### config.mk
export PLATFORM = sky130hd
export DESIGN_NAME = ex_alu_branch_unit
export DESIGN_NICKNAME = d
export VERILOG_FILES = /design/src/rtl/ex_alu_branch_unit_pkg.sv /design/src/rtl/ex_alu_core.sv /design/src/rtl/ex_alu_branch_unit.sv
export SDC_FILE = /design/constraint.sdc
export NUM_CORES = 1
export LEC_CHECK = 0
export BUFFER_PORTS_ARGS = -buffer_cell sky130_fd_sc_hd__buf_2
export CAP_MARGIN = 20
export CORE_MARGIN = 4
export CORE_UTILIZATION = 48
export CTS_CLUSTER_SIZE = 20
export DETAILED_ROUTE_END_ITERATION = 8
export GPL_TIMING_DRIVEN = 0
export PLACE_DENSITY = 0.84
export SLEW_MARGIN = 20
export SYNTH_ARGS = -nofsm -noshare
export SYNTH_HDL_FRONTEND = slang
export SYNTH_SLANG_ARGS = --single-unit
### constraint.sdc
create_clock -name CLK -period 6.7 [get_ports CLK]
set_input_delay 0.67 -clock CLK [delete_from_list [all_inputs] [get_ports CLK]]
set_output_delay 0.67 -clock CLK [all_outputs]
set_load 0.02 [all_outputs]
### src/rtl/ex_alu_branch_unit_pkg.sv
// ex_alu_branch_unit_pkg
// Shared constants for the execute-stage ALU/branch slice:
//   - ALU opcodes (ARM data-processing bits 24:21)
//   - ARM condition codes
//   - bit positions inside every 4-bit flag bus ({Z, C, N, V})
package ex_alu_branch_unit_pkg;

    localparam logic [3:0] OP_AND = 4'b0000;
    localparam logic [3:0] OP_EOR = 4'b0001;
    localparam logic [3:0] OP_SUB = 4'b0010;
    localparam logic [3:0] OP_RSB = 4'b0011;
    localparam logic [3:0] OP_ADD = 4'b0100;
    localparam logic [3:0] OP_ADC = 4'b0101;
    localparam logic [3:0] OP_SBC = 4'b0110;
    localparam logic [3:0] OP_RSC = 4'b0111;
    localparam logic [3:0] OP_TST = 4'b1000;
    localparam logic [3:0] OP_TEQ = 4'b1001;
    localparam logic [3:0] OP_CMP = 4'b1010;
    localparam logic [3:0] OP_CMN = 4'b1011;
    localparam logic [3:0] OP_ORR = 4'b1100;
    localparam logic [3:0] OP_MOV = 4'b1101;
    localparam logic [3:0] OP_BIC = 4'b1110;
    localparam logic [3:0] OP_MVN = 4'b1111;

    localparam logic [3:0] COND_EQ = 4'b0000;
    localparam logic [3:0] COND_NE = 4'b0001;
    localparam logic [3:0] COND_CS = 4'b0010;
    localparam logic [3:0] COND_CC = 4'b0011;
    localparam logic [3:0] COND_MI = 4'b0100;
    localparam logic [3:0] COND_PL = 4'b0101;
    localparam logic [3:0] COND_VS = 4'b0110;
    localparam logic [3:0] COND_VC = 4'b0111;
    localparam logic [3:0] COND_HI = 4'b1000;
    localparam logic [3:0] COND_LS = 4'b1001;
    localparam logic [3:0] COND_GE = 4'b1010;
    localparam logic [3:0] COND_LT = 4'b1011;
    localparam logic [3:0] COND_GT = 4'b1100;
    localparam logic [3:0] COND_LE = 4'b1101;
    localparam logic [3:0] COND_AL = 4'b1110;
    localparam logic [3:0] COND_NV = 4'b1111;

    localparam int FLAG_Z = 3;
    localparam int FLAG_C = 2;
    localparam int FLAG_N = 1;
    localparam int FLAG_V = 0;

endpackage

### src/rtl/ex_alu_core.sv
// ex_alu_core
// Combinational 32-bit ARM ALU with NZCV generation.
// Ports:
//   a_i, b_i     operands (Rn, shifter output)
//   op_i         data-processing opcode
//   flags_i      current registered flags (carry-in, logical-op C/V)
//   result_o     ALU result
//   alu_flags_o  {Z, C, N, V} produced by this op
module ex_alu_core
    import ex_alu_branch_unit_pkg::*;
(
    input  logic [31:0] a_i,
    input  logic [31:0] b_i,
    input  logic [3:0]  op_i,
    input  logic [3:0]  flags_i,
    output logic [31:0] result_o,
    output logic [3:0]  alu_flags_o
);

    logic [31:0] add_x;
    logic [31:0] add_y;
    logic        add_cin;
    logic [32:0] sum;
    logic        is_arith;
    logic        carry_in;

    assign carry_in = flags_i[FLAG_C];

    // Every arithmetic op is folded into one adder as x + y + cin, with
    // subtraction expressed as x + ~y + 1 so C=1 means "no borrow".
    always_comb begin
        add_x    = a_i;
        add_y    = b_i;
        add_cin  = 1'b0;
        is_arith = 1'b1;
        unique case (op_i)
            OP_SUB, OP_CMP: begin add_y = ~b_i; add_cin = 1'b1; end
            OP_RSB:         begin add_x = b_i; add_y = ~a_i; add_cin = 1'b1; end
            OP_ADD, OP_CMN: begin add_cin = 1'b0; end
            OP_ADC:         begin add_cin = carry_in; end
            OP_SBC:         begin add_y = ~b_i; add_cin = carry_in; end
            OP_RSC:         begin add_x = b_i; add_y = ~a_i; add_cin = carry_in; end
            default:        begin is_arith = 1'b0; end
        endcase
    end

    assign sum = {1'b0, add_x} + {1'b0, add_y} + {32'd0, add_cin};

    // Result select; compare/test ops still produce a value, the pipeline
    // simply never writes it back.
    always_comb begin
        result_o = sum[31:0];
        unique case (op_i)
            OP_AND, OP_TST: result_o = a_i & b_i;
            OP_EOR, OP_TEQ: result_o = a_i ^ b_i;
            OP_ORR:         result_o = a_i | b_i;
            OP_MOV:         result_o = b_i;
            OP_BIC:         result_o = a_i & ~b_i;
            OP_MVN:         result_o = ~b_i;
            default:        result_o = sum[31:0];
        endcase
    end

    // Logical ops pass the old C and V through untouched. V is the signed
    // overflow of the pair actually fed to the adder (after inversion).
    always_comb begin
        alu_flags_o         = 4'b0000;
        alu_flags_o[FLAG_Z] = (result_o == 32'd0);
        alu_flags_o[FLAG_N] = result_o[31];
        if (is_arith) begin
            alu_flags_o[FLAG_C] = sum[32];
            alu_flags_o[FLAG_V] = (add_x[31] == add_y[31]) && (sum[31] != add_x[31]);
        end else begin
            alu_flags_o[FLAG_C] = flags_i[FLAG_C];
            alu_flags_o[FLAG_V] = flags_i[FLAG_V];
        end
    end

endmodule

### src/rtl/ex_alu_branch_unit.sv
// ex_alu_branch_unit
// Execute-stage datapath core: ALU, persistent flag register, ARM condition
// evaluation, branch target adder and B/BL handling.
// Ports:
//   CLK, CLR             clock (rising), async active-high reset
//   a_i, b_i, op_i, s_i  ALU operands, opcode, set-flags of the EX instruction
//   cond_i, b_instr_i, bl_instr_i, pc4_i, offset_i   branch info from ID
//   result_o, alu_flags_o, flags_o                   ALU result and flags
//   cond_true_o, target_o, taken_o, link_we_o        branch decision outputs
module ex_alu_branch_unit
    import ex_alu_branch_unit_pkg::*;
(
    input  logic        CLK,
    input  logic        CLR,
    input  logic [31:0] a_i,
    input  logic [31:0] b_i,
    input  logic [3:0]  op_i,
    input  logic        s_i,
    input  logic [3:0]  cond_i,
    input  logic        b_instr_i,
    input  logic        bl_instr_i,
    input  logic [31:0] pc4_i,
    input  logic [23:0] offset_i,
    output logic [31:0] result_o,
    output logic [3:0]  alu_flags_o,
    output logic [3:0]  flags_o,
    output logic        cond_true_o,
    output logic [31:0] target_o,
    output logic        taken_o,
    output logic        link_we_o
);

    logic [3:0] eff_flags;
    logic       fz, fc, fn, fv;

    ex_alu_core u_alu (
        .a_i         (a_i),
        .b_i         (b_i),
        .op_i        (op_i),
        .flags_i     (flags_o),
        .result_o    (result_o),
        .alu_flags_o (alu_flags_o)
    );

    // Persistent NZCV register, updated only by flag-setting instructions.
    always_ff @(posedge CLK or posedge CLR) begin
        if (CLR) begin
            flags_o <= 4'b0000;
        end else if (s_i) begin
            flags_o <= alu_flags_o;
        end
    end

    // A flag-setting instruction in EX forwards its flags to the branch in ID
    // in the same cycle, otherwise the branch sees the registered flags.
    assign eff_flags = s_i ? alu_flags_o : flags_o;
    assign fz = eff_flags[FLAG_Z];
    assign fc = eff_flags[FLAG_C];
    assign fn = eff_flags[FLAG_N];
    assign fv = eff_flags[FLAG_V];

    // ARM condition evaluator.
    always_comb begin
        cond_true_o = 1'b0;
        unique case (cond_i)
            COND_EQ: cond_true_o = fz;
            COND_NE: cond_true_o = !fz;
            COND_CS: cond_true_o = fc;
            COND_CC: cond_true_o = !fc;
            COND_MI: cond_true_o = fn;
            COND_PL: cond_true_o = !fn;
            COND_VS: cond_true_o = fv;
            COND_VC: cond_true_o = !fv;
            COND_HI: cond_true_o = fc && !fz;
            COND_LS: cond_true_o = !fc || fz;
            COND_GE: cond_true_o = (fn == fv);
            COND_LT: cond_true_o = (fn != fv);
            COND_GT: cond_true_o = !fz && (fn == fv);
            COND_LE: cond_true_o = fz || (fn != fv);
            COND_AL: cond_true_o = 1'b1;
            COND_NV: cond_true_o = 1'b0;
            default: cond_true_o = 1'b0;
        endcase
    end

    // Word offset is sign-extended and scaled to bytes; wraps mod 2^32.
    assign target_o = pc4_i + ({{8{offset_i[23]}}, offset_i} << 2);

    // B+BL together naturally behaves as BL. Both strobes are held low while
    // in reset so no stray redirect or R14 write escapes.
    always_comb begin
        taken_o   = 1'b0;
        link_we_o = 1'b0;
        if (!CLR) begin
            taken_o   = cond_true_o && (b_instr_i || bl_instr_i);
            link_we_o = cond_true_o && bl_instr_i;
        end
    end

endmodule

# ---- Word level (Yosys, flattened, before mapping)
# Cells that the tools add are included.
# Widths: inputs -> output; s select.
dict set report op_classes {
  n_eq_ne 34
  n_addsub 3
  n_reduce_logical 22
  bitwise 6
  mux 11
}
# cell n
set ops {}
lappend ops {{$pmux 32 s6} 1}
lappend ops {{$and 32x32->32} 2}
lappend ops {{$eq 4x4->1 const B} 16}
lappend ops {{$not 32->32} 2}
lappend ops {{$pmux 32 s2} 1}
lappend ops {{$add 32x32->33} 1}
lappend ops {{$add 33x1->33} 1}
lappend ops {{$add 32x32->32} 1}
lappend ops {{$eq 4x3->1 const B} 8}
lappend ops {{$logic_not 32->1} 1}
lappend ops {{$mux 32} 1}
lappend ops {{$or 32x32->32} 1}
lappend ops {{$xor 32x32->32} 1}
lappend ops {{$eq 4x2->1 const B} 4}
lappend ops {{$pmux 1 s16} 1}
lappend ops {{$reduce_or 3->1} 3}
lappend ops {{$eq 4x1->1 const B} 2}
lappend ops {{$logic_not 4->1} 2}
lappend ops {{$reduce_or 8->1} 1}
lappend ops {{$reduce_or 2->1} 3}
lappend ops {{$logic_and 1x1->1} 5}
lappend ops {{$mux 1} 5}
lappend ops {{$logic_not 1->1} 4}
lappend ops {{$mux 4} 1}
lappend ops {{4 further kinds} 8}
dict set report word_totals {
  out_inout_bits 75
  reg_bits 4
  in_bits 133
  elab_cells 77
}

# ---- Longest topological paths before layout
dict set report depth {
  word_depth 14
  depth_mapped 22
  depth_no_buf 18
}

# ---- Modules after synthesis
# Synthesis repeated with hierarchy kept, for this count alone.
dict set report hier_totals {
  cells_unflattened 1169
  hier_area_um2 7573.5
}
# mod area_per_inst_um2 n_inst seq_area_each_um2 cells_each
set modules_own_cells {}
lappend modules_own_cells {ex_alu_core 5372.7 1 0.0 877}
lappend modules_own_cells {ex_alu_branch_unit 2200.9 1 100.1 292}

# ---- Worst setup path after synthesis
# No wires, ideal clock.
dict set report synth_timing {
  path_type {input-to-output}
  startpoint {in op_i[3]}
  endpoint {out link_we_o}
  t_arrival_ns 5.699
  path_slack_ns 0.331
  required_ns 6.030
  stages 22
  path_buffers 4
  path_cell_list {buf_2 and2_1 clkbuf_1 buf_2 nor3_1 inv_1 nand2_1 clkbuf_1 o21ai_0 fa_1 fa_1 a211oi_2 o211ai_2 a211oi_2 o21ai_1 xor2_1 a2111o_1 a2111oi_4 nand4_2 nor3_4 nand2_1 o22ai_1}
}
dict set report synth_via {
  elab_chain_cells 14
  word_cells_on_any_way 50
  classes_between {2 x add/sub; 19 x eq/ne; 10 x mux; 19 x reduce/logical}
}
# item line_no
set synth_rtl {}
lappend synth_rtl {{start, declared} ex_alu_branch_unit.sv:17} ;# input logic [3:0] op_i,
lappend synth_rtl {{parallel branches: the longest is 8 deep, another holds $add 32x32->33} -}
lappend synth_rtl {{$mux 4 (*)} -}
lappend synth_rtl {{$ne 1x1->1 / $eq 1x1->1 (equally long branches)} -}
lappend synth_rtl {{$logic_or 1x1->1 / $logic_and 1x1->1 (equally long branches)} {ex_alu_branch_unit.sv:79, ex_alu_branch_unit.sv:78}}
lappend synth_rtl {{$pmux 1 s16 (*)} ex_alu_branch_unit.sv:65} ;# unique case (cond_i)
lappend synth_rtl {{$logic_and 1x1->1 (*)} ex_alu_branch_unit.sv:96} ;# link_we_o = cond_true_o && bl_instr_i;
lappend synth_rtl {{$mux 1 (*)} ex_alu_branch_unit.sv:94} ;# if (!CLR) begin
lappend synth_rtl {{end, declared} ex_alu_branch_unit.sv:30} ;# output logic link_we_o
# Mark *: on every way between the ends.

# ---- Worst setup path in the final report
dict set report layout_timing {
  startpoint {in op_i[2]}
  endpoint {out link_we_o}
}
# The elaborated chain is that of the path after synthesis.

==> key figures <==
Power and ir drop
  – Clock power frac: under 10%
  – Max VDD drop: roughly 0.00024 V
  – NetSw: about 760 uW
  – Reg power frac: approximately 2.7%
  – Sw Share: 59.26%
  – Pwr/cell area: ~140 mW/mm^2
  – Logic pwr share: between 90% and 100%
  – Power Internal: 520.6 uW
  – P_leak: about 0.0043 uW
  – Final Power: 1278 uW

Synth
  – Register area share after synthesis: between 1 and 1.5%
  – Yosys top cell area share: 15.58%
  – Synth area leaders: ha_1 16%, a21oi_1 9.0%, o21ai_0 8.5%, nand2_1 5.9%, nor2_1 5.2%
  – Syn Inst Count: roughly 1,200
  – Yosys reg bits: 4
  – Post-synth EDFFs: 0
  – Leading area contributor after synthesis: ha_1
  – Synth Flop Type: dfrtp_1
  – Post-synth ARST share: 100.0%
  – Mapped cell area: 0.007387 mm^2
  – Syn Area/Cell: 6.287 um^2
  – Yosys cell types: 84
  – Most common cell in the netlist: a21oi_1
  – Warnings, synthesis: 0
  – Syn_nets: roughly 1,400
  – Post-synth top cells: 133 x a21oi_1, 126 x o21ai_0, 117 x nand2_1

Clock tree
  – TritonCTS clock tree: done
  – Clock Sinks: 4
  – Root Driver: clkbuf_16
  – H-tree levels: 1
  – Worst skew pair latency: 0.23 ns
  – Hold Buf Count CTS: 0
  – Clock transition at path regs: approximately 0.03 ns
  – Clk buf depth: 2
  – CTS buffer count: 3

Routing
  – Drt total wl: ~31 mm
  – DR iter-0 viols: about 1,300
  – # DRC: 0
  – Initial DRT Pass Iterations: 6
  – DR vias: between 10,000 and 15,000
  – Routed WL per cell: 19.58 um
  – Antenna Nets Post-Route: 0
  – Post-DR vias/cell: roughly 6.5

Finish
  – Fin area: between 0.008 and 0.009 mm^2
  – Layout cells sized above 1: between 20% and 30%
  – Final net count: ~1,600
  – Largest registers: flags_o (4)
  – Finished Layout Cells: 1,568
  – Area growth, synth to finish: 20.14%
  – # diodes: 0
  – Largest register by flop count: flags_o
  – Max FFs per register: 4

Floorplanning
  – Die Ht: about 130 um
  – Row Count: 45
  – Die W: approximately 130 um
  – Core region area: 0.01515 mm^2
  – # IOs: approximately 210
  – Die ar.: 0.01744 mm^2
  – Initial Util: roughly 50%

Worst setup path
  – Crit path launch type: input pin
  – Worst Reg2Reg Path Length in Cells: 17
  – Reg2Reg Setup Slack: between 2 and 2.5 ns
  – Worst R2R End: flags_o[3]
  – Worst EP required: ~6.0 ns
  – Critical path data arrival time: slightly below 6 ns
  – Crit path max fanout: 10
  – Critical path class: in -> out
  – Setup crit end kind: output port
  – R2R Path Start: flags_o[2]

Timing
  – Max_slew headroom: between 30 and 40%
  – Fin crit period: 6.523 ns
  – Final worst-path cycle share: 97.35%
  – Max Slew Vio Count: 0
  – Clock skew: about 0.0025 ns
  – Final WS setup: 0.1774 ns
  – Highest clock rate: around 0.15 GHz
  – Final Hold Vio Count: 0
  – Worst Tran Pin Value: 1.042 ns
  – Final setup viols: 0

Placed design
  – Placed cell area: around 0.0086 mm^2
  – Inst Count DP: approximately 1,600
  – Post-DP HPWL: roughly 25 mm
  – Port bufs: 202
  – Final RePlAce weighted congestion: roughly 1.0
  – Pre-CTS WS: -1.176 ns

Flow run
  – Max_cap viols: 0

Run status
  – Status: complete, no violations

GRT
  – Gr usage total: about a third
  – Initial antenna violation count: 0
  – Vias in the first global route: about 9,100
  – Largest net degree at the start of global routing: 17
  – Global-route wire length before repair: roughly 47 mm
  – Grt ovf: 0

Min path
  – Worst min-delay path category: in -> async
-- worst max-delay path, cell delays in order --
cell	delay (ns)
buf_2	0.12
buf_6	0.13
and2_4	0.19
buf_6	0.17
nor3_4	0.26
inv_1	0.08
nand2_2	0.14
buf_8	0.16
o21ai_0	0.13
fa_2	0.41
fa_2	0.42
a211oi_4	0.35
o211ai_4	0.15
a211oi_4	0.35
buf_4	0.17
o21ai_2	0.14
a21oi_2	0.37
o31ai_1	0.14
a211oi_1	0.39
inv_1	0.16
nor3_4	0.32
nand2_1	0.11
o22ai_2	0.14
buf_4	0.15
-- cells in the final DEF (no fill, tap or decap), types with 13 or more instances in the layout --
master	Yosys	routed
inv_1	94	93
a22oi_1	14	14
xor2_1	20	20
nor3_1	26	24
nand2_1	117	116
a21oi_1	133	131
nand3_1	33	32
nor2b_1	15	15
a211oi_1	20	20
a21o_1	30	30
xnor2_1	26	26
o21a_1	14	14
buf_4	3	13
o211ai_1	15	15
nor2_1	103	103
ha_1	92	92
buf_2	22	222
nand4_1	14	14
o21ai_0	126	124
clkbuf_1	34	24
-- power groups by stage --
stage	clock, uW	sequential [uW]	combinational [uW]
floorplan	0	38.2	753
global placement	0	34.3	1080
detailed placement	0	34.3	1090
CTS	94.6	34.0	1100
global route	95.7	34.8	1240
finish	93.2	34.1	1150
-- logic make-up after synthesis --
kind of cell / Yosys count / synth area share, %
buffers and inverters: 166 / 9.163
adder cells (fa/ha/maj): 95 / 16.40
multiplexers: 13 / 1.795
AO/OA/AOI/OAI: 480 / 41.97
flip-flops: 4 / 1.355
AND/OR/NAND/NOR: 371 / 23.87
XOR/XNOR: 46 / 5.454
-- metrics by stage --
stage	utilization [%]	setup TNS (ns)	hold slack (ns)
after floorplan	-	0	0.4361
after CTS	57.88	0	0.3380
after global routing	58.60	-0.09916	0.3585
final	58.60	0	0.3356
after detailed placement	57.03	-5.843	0.5746
after global placement	57.00	-4.850	0.5701
-- what timing repair did --
item | 4_1_cts | 5_1_grt
resized for setup | 19 | 28
pin swaps | 7 | 15
setup endpoints to repair | 9 | 4
buffers inserted | 1 | 6
-- area by class of cell --
class	count	area (um^2)
repair buffers	209	1071
fillers	1520	6271
clock buffers	3	75.07
flip-flops and latches	4	100.1
plain buffers	64	326.6
well taps	188	235.2
inverters	95	364.1
multi-input cells	1005	6703
-- routing by layer --
layer,routed length [um],GRT usage [%]
met2,13300,52.08
met3,4137,5.496
met5,0,0
met1,11860,43.20
met4,1408,13.65
-- how the worst max path moves through the flow --
| stage | start | endpoint | slack [ns] | depth (start not counted) |
|---|---|---|---|---|
| 5_1_grt | op_i[2] | link_we_o | -0.05 | 23 |
| 3_3_place_gp | op_i[1] | link_we_o | -1.05 | 23 |
| 3_5_place_dp | op_i[1] | link_we_o | -1.18 | 23 |
| 4_1_cts | op_i[2] | link_we_o | 0.006 | 24 |
| 2_1_floorplan | op_i[3] | link_we_o | 0.33 | 22 |
| 6_report | op_i[2] | link_we_o | 0.18 | 24 |
No activity file was read; power rests on OpenSTA's default activity.
